==> src/rtl/multicycle_controller.sv <==
// Control FSM for a multicycle RISC-V datapath: sequences fetch, decode,
// execute, memory and writeback steps and drives the datapath select/enable lines.
module multicycle_controller #(
   parameter logic HANDSHAKE = 1'b1,
   parameter logic TRAP_EN   = 1'b1
) (
   input  logic       clk,
   input  logic       rst_n,
   input  logic [6:0] op_code,
   input  logic [2:0] func3,
   input  logic       func7b5,
   input  logic       zero,
   input  logic       mem_ready,
   output logic       pc_write,
   output logic       adr_src,
   output logic       mem_write,
   output logic       ir_write,
   output logic       reg_write,
   output logic [1:0] result_src,
   output logic [1:0] alu_src_a,
   output logic [1:0] alu_src_b,
   output logic [2:0] imm_src,
   output logic [3:0] alu_control,
   output logic       illegal,
   output logic [3:0] state
);

   typedef enum logic [3:0] {
      FETCH    = 4'd0,
      DECODE   = 4'd1,
      MEMADR   = 4'd2,
      MEMREAD  = 4'd3,
      MEMWB    = 4'd4,
      MEMWRITE = 4'd5,
      EXECR    = 4'd6,
      EXECI    = 4'd7,
      ALUWB    = 4'd8,
      BRANCH   = 4'd9,
      JAL      = 4'd10,
      JALR     = 4'd11,
      JALRLINK = 4'd12,
      LUI      = 4'd13,
      TRAP     = 4'd14
   } state_t;

   localparam logic [6:0] OP_LOAD   = 7'b0000011;
   localparam logic [6:0] OP_STORE  = 7'b0100011;
   localparam logic [6:0] OP_RTYPE  = 7'b0110011;
   localparam logic [6:0] OP_ITYPE  = 7'b0010011;
   localparam logic [6:0] OP_BRANCH = 7'b1100011;
   localparam logic [6:0] OP_JAL    = 7'b1101111;
   localparam logic [6:0] OP_JALR   = 7'b1100111;
   localparam logic [6:0] OP_LUI    = 7'b0110111;

   localparam logic [3:0] ALU_ADD  = 4'b0000;
   localparam logic [3:0] ALU_SUB  = 4'b0001;
   localparam logic [3:0] ALU_AND  = 4'b0010;
   localparam logic [3:0] ALU_OR   = 4'b0011;
   localparam logic [3:0] ALU_XOR  = 4'b0100;
   localparam logic [3:0] ALU_SLT  = 4'b0101;
   localparam logic [3:0] ALU_SLL  = 4'b0110;
   localparam logic [3:0] ALU_SRL  = 4'b0111;
   localparam logic [3:0] ALU_SRA  = 4'b1000;
   localparam logic [3:0] ALU_SLTU = 4'b1001;

   state_t state_q, state_next;
   logic   illegal_q;
   logic   mem_rdy;
   logic   pc_write_c, mem_write_c, ir_write_c, reg_write_c;

   // With the handshake disabled every memory access completes in one cycle.
   assign mem_rdy = HANDSHAKE ? mem_ready : 1'b1;

   function automatic logic [3:0] func_alu(input logic [2:0] f3, input logic f7b5,
                                           input logic is_r);
      logic [3:0] ctl;
      case (f3)
         3'b000:  ctl = (is_r && f7b5) ? ALU_SUB : ALU_ADD;
         3'b001:  ctl = ALU_SLL;
         3'b010:  ctl = ALU_SLT;
         3'b011:  ctl = ALU_SLTU;
         3'b100:  ctl = ALU_XOR;
         3'b101:  ctl = f7b5 ? ALU_SRA : ALU_SRL;
         3'b110:  ctl = ALU_OR;
         default: ctl = ALU_AND;
      endcase
      return ctl;
   endfunction

   always_ff @(posedge clk or negedge rst_n) begin
      if (!rst_n) begin
         state_q   <= FETCH;
         illegal_q <= 1'b0;
      end else begin
         state_q <= state_next;
         if (state_next == TRAP) illegal_q <= 1'b1;
      end
   end

   always_comb begin
      state_next  = state_q;
      pc_write_c  = 1'b0;
      adr_src     = 1'b0;
      mem_write_c = 1'b0;
      ir_write_c  = 1'b0;
      reg_write_c = 1'b0;
      result_src  = 2'b00;
      alu_src_a   = 2'b00;
      alu_src_b   = 2'b00;
      alu_control = ALU_ADD;
      case (state_q)
         FETCH: begin
            alu_src_b  = 2'b10;
            result_src = 2'b10;
            if (mem_rdy) begin
               ir_write_c = 1'b1;
               pc_write_c = 1'b1;
               state_next = DECODE;
            end
         end
         DECODE: begin
            alu_src_a = 2'b01;
            alu_src_b = 2'b01;
            case (op_code)
               OP_LOAD, OP_STORE: state_next = MEMADR;
               OP_RTYPE:          state_next = EXECR;
               OP_ITYPE:          state_next = EXECI;
               OP_BRANCH:         state_next = BRANCH;
               OP_JAL:            state_next = JAL;
               OP_JALR:           state_next = JALR;
               OP_LUI:            state_next = LUI;
               default:           state_next = TRAP_EN ? TRAP : FETCH;
            endcase
         end
         MEMADR: begin
            alu_src_a  = 2'b10;
            alu_src_b  = 2'b01;
            state_next = (op_code == OP_LOAD) ? MEMREAD : MEMWRITE;
         end
         MEMREAD: begin
            adr_src = 1'b1;
            if (mem_rdy) state_next = MEMWB;
         end
         MEMWB: begin
            result_src  = 2'b01;
            reg_write_c = 1'b1;
            state_next  = FETCH;
         end
         MEMWRITE: begin
            adr_src     = 1'b1;
            mem_write_c = 1'b1;
            if (mem_rdy) state_next = FETCH;
         end
         EXECR: begin
            alu_src_a   = 2'b10;
            alu_control = func_alu(func3, func7b5, 1'b1);
            state_next  = ALUWB;
         end
         EXECI: begin
            alu_src_a   = 2'b10;
            alu_src_b   = 2'b01;
            alu_control = func_alu(func3, func7b5, 1'b0);
            state_next  = ALUWB;
         end
         ALUWB: begin
            reg_write_c = 1'b1;
            state_next  = FETCH;
         end
         BRANCH: begin
            alu_src_a  = 2'b10;
            state_next = FETCH;
            // blt/bltu take the branch when the compare result is nonzero.
            case (func3)
               3'b000, 3'b001: alu_control = ALU_SUB;
               3'b100, 3'b101: alu_control = ALU_SLT;
               3'b110, 3'b111: alu_control = ALU_SLTU;
               default:        alu_control = ALU_ADD;
            endcase
            case (func3)
               3'b000, 3'b101, 3'b111: pc_write_c = zero;
               3'b001, 3'b100, 3'b110: pc_write_c = ~zero;
               default:                pc_write_c = 1'b0;
            endcase
         end
         JAL: begin
            alu_src_a  = 2'b01;
            alu_src_b  = 2'b10;
            pc_write_c = 1'b1;
            state_next = ALUWB;
         end
         JALR: begin
            alu_src_a  = 2'b10;
            alu_src_b  = 2'b01;
            result_src = 2'b10;
            pc_write_c = 1'b1;
            state_next = JALRLINK;
         end
         JALRLINK: begin
            alu_src_a  = 2'b01;
            alu_src_b  = 2'b10;
            state_next = ALUWB;
         end
         LUI: begin
            alu_src_a  = 2'b11;
            alu_src_b  = 2'b01;
            state_next = ALUWB;
         end
         TRAP:    state_next = TRAP;
         default: state_next = FETCH;
      endcase
   end

   always_comb begin
      case (op_code)
         OP_STORE:  imm_src = 3'b001;
         OP_BRANCH: imm_src = 3'b010;
         OP_JAL:    imm_src = 3'b011;
         OP_LUI:    imm_src = 3'b100;
         default:   imm_src = 3'b000;
      endcase
   end

   // Write enables are forced low for the whole time reset is held.
   assign pc_write  = pc_write_c  & rst_n;
   assign ir_write  = ir_write_c  & rst_n;
   assign mem_write = mem_write_c & rst_n;
   assign reg_write = reg_write_c & rst_n;
   assign illegal   = illegal_q;
   assign state     = state_q;

endmodule
==> config.mk <==
export PLATFORM = sky130hd
export DESIGN_NAME = multicycle_controller
export DESIGN_NICKNAME = d
export VERILOG_FILES = /design/src/rtl/multicycle_controller.sv
export SDC_FILE = /design/constraint.sdc
export NUM_CORES = 1
export LEC_CHECK = 0
export CAP_MARGIN = 20
export CORE_AREA = 2 2 52 54
export DETAILED_ROUTE_END_ITERATION = 10
export DIE_AREA = 0 0 54 56
export PLACE_DENSITY = 0.74
export SLEW_MARGIN = 20
export SYNTH_ARGS = -nofsm -noshare
export SYNTH_HDL_FRONTEND = slang
export SYNTH_SLANG_ARGS = --single-unit
==> constraint.sdc <==
create_clock -name clk -period 1.4 [get_ports clk]
set_input_delay 0.28 -clock clk [delete_from_list [all_inputs] [get_ports clk]]
set_output_delay 0.28 -clock clk [all_outputs]
set_load 0.01 [all_outputs]
After elaboration in Yosys (flattened, before gate mapping). Cells that the tools add are included.

Muxes and demuxes: 23. Reductions and logical operators: 17. Bitwise logic cells: 5. Equality and inequality tests: 30.

Operator list (count): case mux 4 bit (7 select lines) (3); == test 4 bit, second input constant (8); case mux 4 bit (8 select lines) (1); case mux 4 bit (3 select lines) (2); == test 7 x 6 -> 1 bit, second input constant (3); == test 7 bit, second input constant (3); == test 4 x 3 -> 1 bit, second input constant (4); 2-to-1 mux 4 bit (4); OR reduction 2 bit (8); OR reduction 5 bit (3); == test 3 bit, second input constant (4); case mux 3 bit (4 select lines) (1); OR reduction 3 bit (4); == test 4 x 2 -> 1 bit, second input constant (2); case mux 2 bit (2 select lines) (2); == test 7 x 2 -> 1 bit, second input constant (1); == test 7 x 5 -> 1 bit, second input constant (1); == test 3 x 2 -> 1 bit, second input constant (2); 2-to-1 mux 1 bit (6); case mux 2 bit (3 select lines) (1); AND 1 bit (4); == test 4 x 1 -> 1 bit, second input constant (1); zero test 4 bit (1); == test 3 x 1 -> 1 bit, second input constant (1); 5 further kinds (5).

Output and inout port bits: 23. Word-level logic and storage cells: 77. Register bits: 5. Bits of input ports: 15.

Longest topological paths before layout.
Depth after elaboration: 5. Gate-level depth with buffers: 6. Depth with buffers taken out: 5.

Least setup slack after synthesis. OpenSTA, ideal clock, no wires.

Kind: register to output. Start: register state_q[3], in the netlist state[3]. End: output alu_control[0]. Cell stages (with the launch flop): 7. Arrival time: 1.350 ns. Required time: 1.120 ns. Setup slack: -0.230 ns. Path buffers: 1. Cell sequence: dfrtp_1 -> clkbuf_8 -> nor2b_1 -> nand2_1 -> nor3_1 -> a31oi_1 -> o22ai_1.

Longest elaborated chain between the ends: 2. Elaborated cells between the ends (all ways): 4. Classes of those cells: eq/ne (3); mux (1).

RTL lines: start: declaration (line 66) `state_t state_q, state_next;`; start signal: assignment (line 95) `state_q <= state_next;`; == test 4 bit or == test 4 x 3 -> 1 bit (tied branches) (line 111) `case (state_q)`; case mux 4 bit (3 select lines) (*) (line 111); end: declaration (line 23) `output logic [3:0] alu_control,`.

Every way passes the cells marked *; elsewhere a longest branch is shown, timed or not.

Worst setup path in the final report.
Start: register state_q[3], in the netlist state[3]. End: output alu_control[3].

Same word-level chain as after synthesis.

==> summary.md <==
| Metric | Value |
|---|---|
| Core box area | 2430 um^2 |
| DR top layer | met4 |
| Post-synth EDFFs | 0 |
| Worst R2R Path Depth | 8 |
| Final WS setup | -480 ps |
| Final hold viol count | 0 |
| Clk buf depth | 2 |
| Final min period | 1880 ps |
| CTS buffer count | 3 |
| Clk_skew | 16.0 ps |
| Sequential element share of the synthesized area | 0.137 |
| Filler cells | 200 |
| WL met2 | 2240 um |
| Synth Net Count | 146 |
| Most frequent cell after synthesis | nand2_1 |
| Worst slew pin tran | 411 ps |
| Final Cycle Share | 1.34 |
| Global-route wire length before repair | 5690 um |
| H-tree depth | 1 |
| Setup TNS after final layout | -5170 ps |
| Via count | 1273 |
| Drt wl/cell | 16.1 um |
| Initial antenna violation count | 0 |
| Max VDD drop | 0.00106 V |
| Share of the synthesized area in the top cell type | 0.137 |
| RSZ-0062 raised after global routing | true |
| Vias per inst | 5.39 |
| Die height | 56 um |
| Number of diodes | 0 |
| Total congestion overflow | 0 |
| Worst EP required | 1120 ps |
| Total track usage | 0.241 |
| PD cells | 1680 nW/um^2 |
| Multi-input logic area | 868 um^2 |
| Setup violations, final | 20 |
| Syn-to-layout area delta | 89.5% |
| Port Buf Inserts | 37 |
| Starting Density | 0.377 |
| Total power | 0.00291 W |
| Ys async rst share | 1.00 |
| Min-delay worst type | in -> async |
| Fmax | 0.532 GHz |
| Synthesis Warnings | 0 |
| Leakage | 0.833 nW |
| Fin util | 0.713 |
| Critical Path AT | 1600 ps |
| Fin nets | 222 |
| Rows | 18 |
| M1 WL | 1430 um |
| Number of global-route vias before repair | 1349 |
| CTS tree | built |
| Horiz. Die Dim | 54 um |
| DPL Wire Length | 2400 um |
| Crit end category | output pin |
| Failing checks | negative setup slack |
| Clk_lat worst skew | 260 ps |
| DRT iter0 DRCs | 25 |
| Synth unique cells | 41 |
| Worst-path clk slew | 60 ps |
| Cell Area, Synth | 916 um^2 |
| Max Fanout on Critical Path | 4 |
| Post-route ant nets | 0 |
| Synth area leader | dfrtp_1 |
| Cell count after synthesis | 131 |
| CTS root buffer | clkbuf_4 |
| DR WL met3 | 95 um |
| Synth area leaders | dfrtp_1, nand2_1, nand2b_1, nor3_1, o21ai_0 |
| Sink Count | 5 |
| CP startpoint kind | flop |
| Share of layout cells above drive strength 1 | 0.583 |
| Status | finished, violations left |
| Hold_ws | 403 ps |
| Reg area | 129 um^2 |
| Final RePlAce weighted congestion | 0.827 |
| Router iterations before antenna repair | 4 |
| Final Max Tran Viols | 0 |
| Non-Filler Instances | 236 |
| Syn Area/Cell | 6.99 um^2 |
| Final wirelength | 3790 um |
| Die area | 3020 um^2 |
| DRC Markers | 0 |
| I/O pin count | 38 |
| Top FF cell, synth | dfrtp_1 |
| Post-synth top cells | nand2_1, nor2_1, nor3_1, o21ai_0 |
| Rel. slew slack | 0.719 |
| Largest net degree at the start of global routing | 17 |
| Seq cells post-synth | 5 |
| Max-cap viol count | 0 |
| Dpl cells | 224 |
| Setup CP Type | reg -> out |
## metal layers
layer | up-vias | global-route usage
met2 | 30 | 0.491
met1 | 622 | 0.249
met5 | - | 0
met3 | 4 | 0.0161
met4 | 0 | 0.0500
li1 | 617 | -
## final timing paths
| path | start | endpoint | slack (ps) |
|---|---|---|---|
| worst min-delay path | rst_n | state[2] | 400 |
| min in group clk | illegal | illegal | 480 |
| worst max-delay path | state[3] | alu_control[3] | -480 |
| max in group asynchronous | rst_n | state[0] | 860 |
| worst min register to register | illegal | illegal | 480 |
| worst max register to register | state[3] | illegal | -290 |
## flip-flops by register name (all words and copies together) (netlist names)
register / cells
illegal: 1
state: 4
## timing repair
action | CTS | global route
pin swaps | 18 | 13
endpoints found under the hold margin | 0 | 0
hold buffers | 0 | 0
gates resized for setup | 149 | 33
endpoints found under the setup margin | 28 | 25
buffers inserted | 7 | 4
## power by group
group | leakage, nW | internal, W | total [W] | switching (W)
Sequential | 0.0565 | 0.000202 | 0.000305 | 0.000104
Combinational | 0.762 | 0.00120 | 0.00242 | 0.00122
Clock | 0.0150 | 0.000109 | 0.000185 | 0.0000760
Total | 0.833 | 0.00151 | 0.00291 | 0.00140
## stage by stage
| step | setup WS, ps | area (um^2) |
|---|---|---|
| global route | -530 | 1740 |
| finish | -480 | 1740 |
| floorplan | -130 | 993 |
| CTS | -426 | 1640 |
| detailed placement | -1030 | 1560 |
| global placement | -1010 | 1560 |
## final cells by class
cell class	count	area share
Inverter	8	0.0202
Sequential cell	5	0.0743
Timing Repair Buffer	83	0.368
Tap cell	30	0.0216
Clock buffer	4	0.0151
Multi-Input combinational cell	106	0.500
## cell families after synthesis
| family | Yosys count | synth area share |
|---|---|---|
| muxes | 4 | 0.0464 |
| and+or+nand+nor | 63 | 0.369 |
| buffers and inverters | 20 | 0.146 |
| xor gates and xnor gates | 5 | 0.0478 |
| AOI/OAI and AO/OA | 34 | 0.254 |
| DFF | 5 | 0.137 |
## cell usage in the layout (no fill, tap or decap), drive strengths merged, types with 2 or more instances in the layout
master         count
buf               71
nand2             14
nor2              11
nor3              11
o21ai             10
inv                8
nand2b             8
clkbuf             7
dlygate4sd2        6
a21oi              6
dfrtp              5
xor2               4
nand3b             4
nor2b              4
clkdlybuf4s50      3
o22ai              3
o21a               2
a31oi              2
o31ai              2
nand3              2
mux2i              2
mux2               2
and3               2
nor4               2
## critical path, stage by stage (launching register included)
cell and delay, ps:
dfrtp_2 460, nor2b_4 150, nand2_4 80, buf_6 130, o31ai_4 220, a22o_1 170, buf_2 120
No activity file was read; power rests on OpenSTA's default activity.
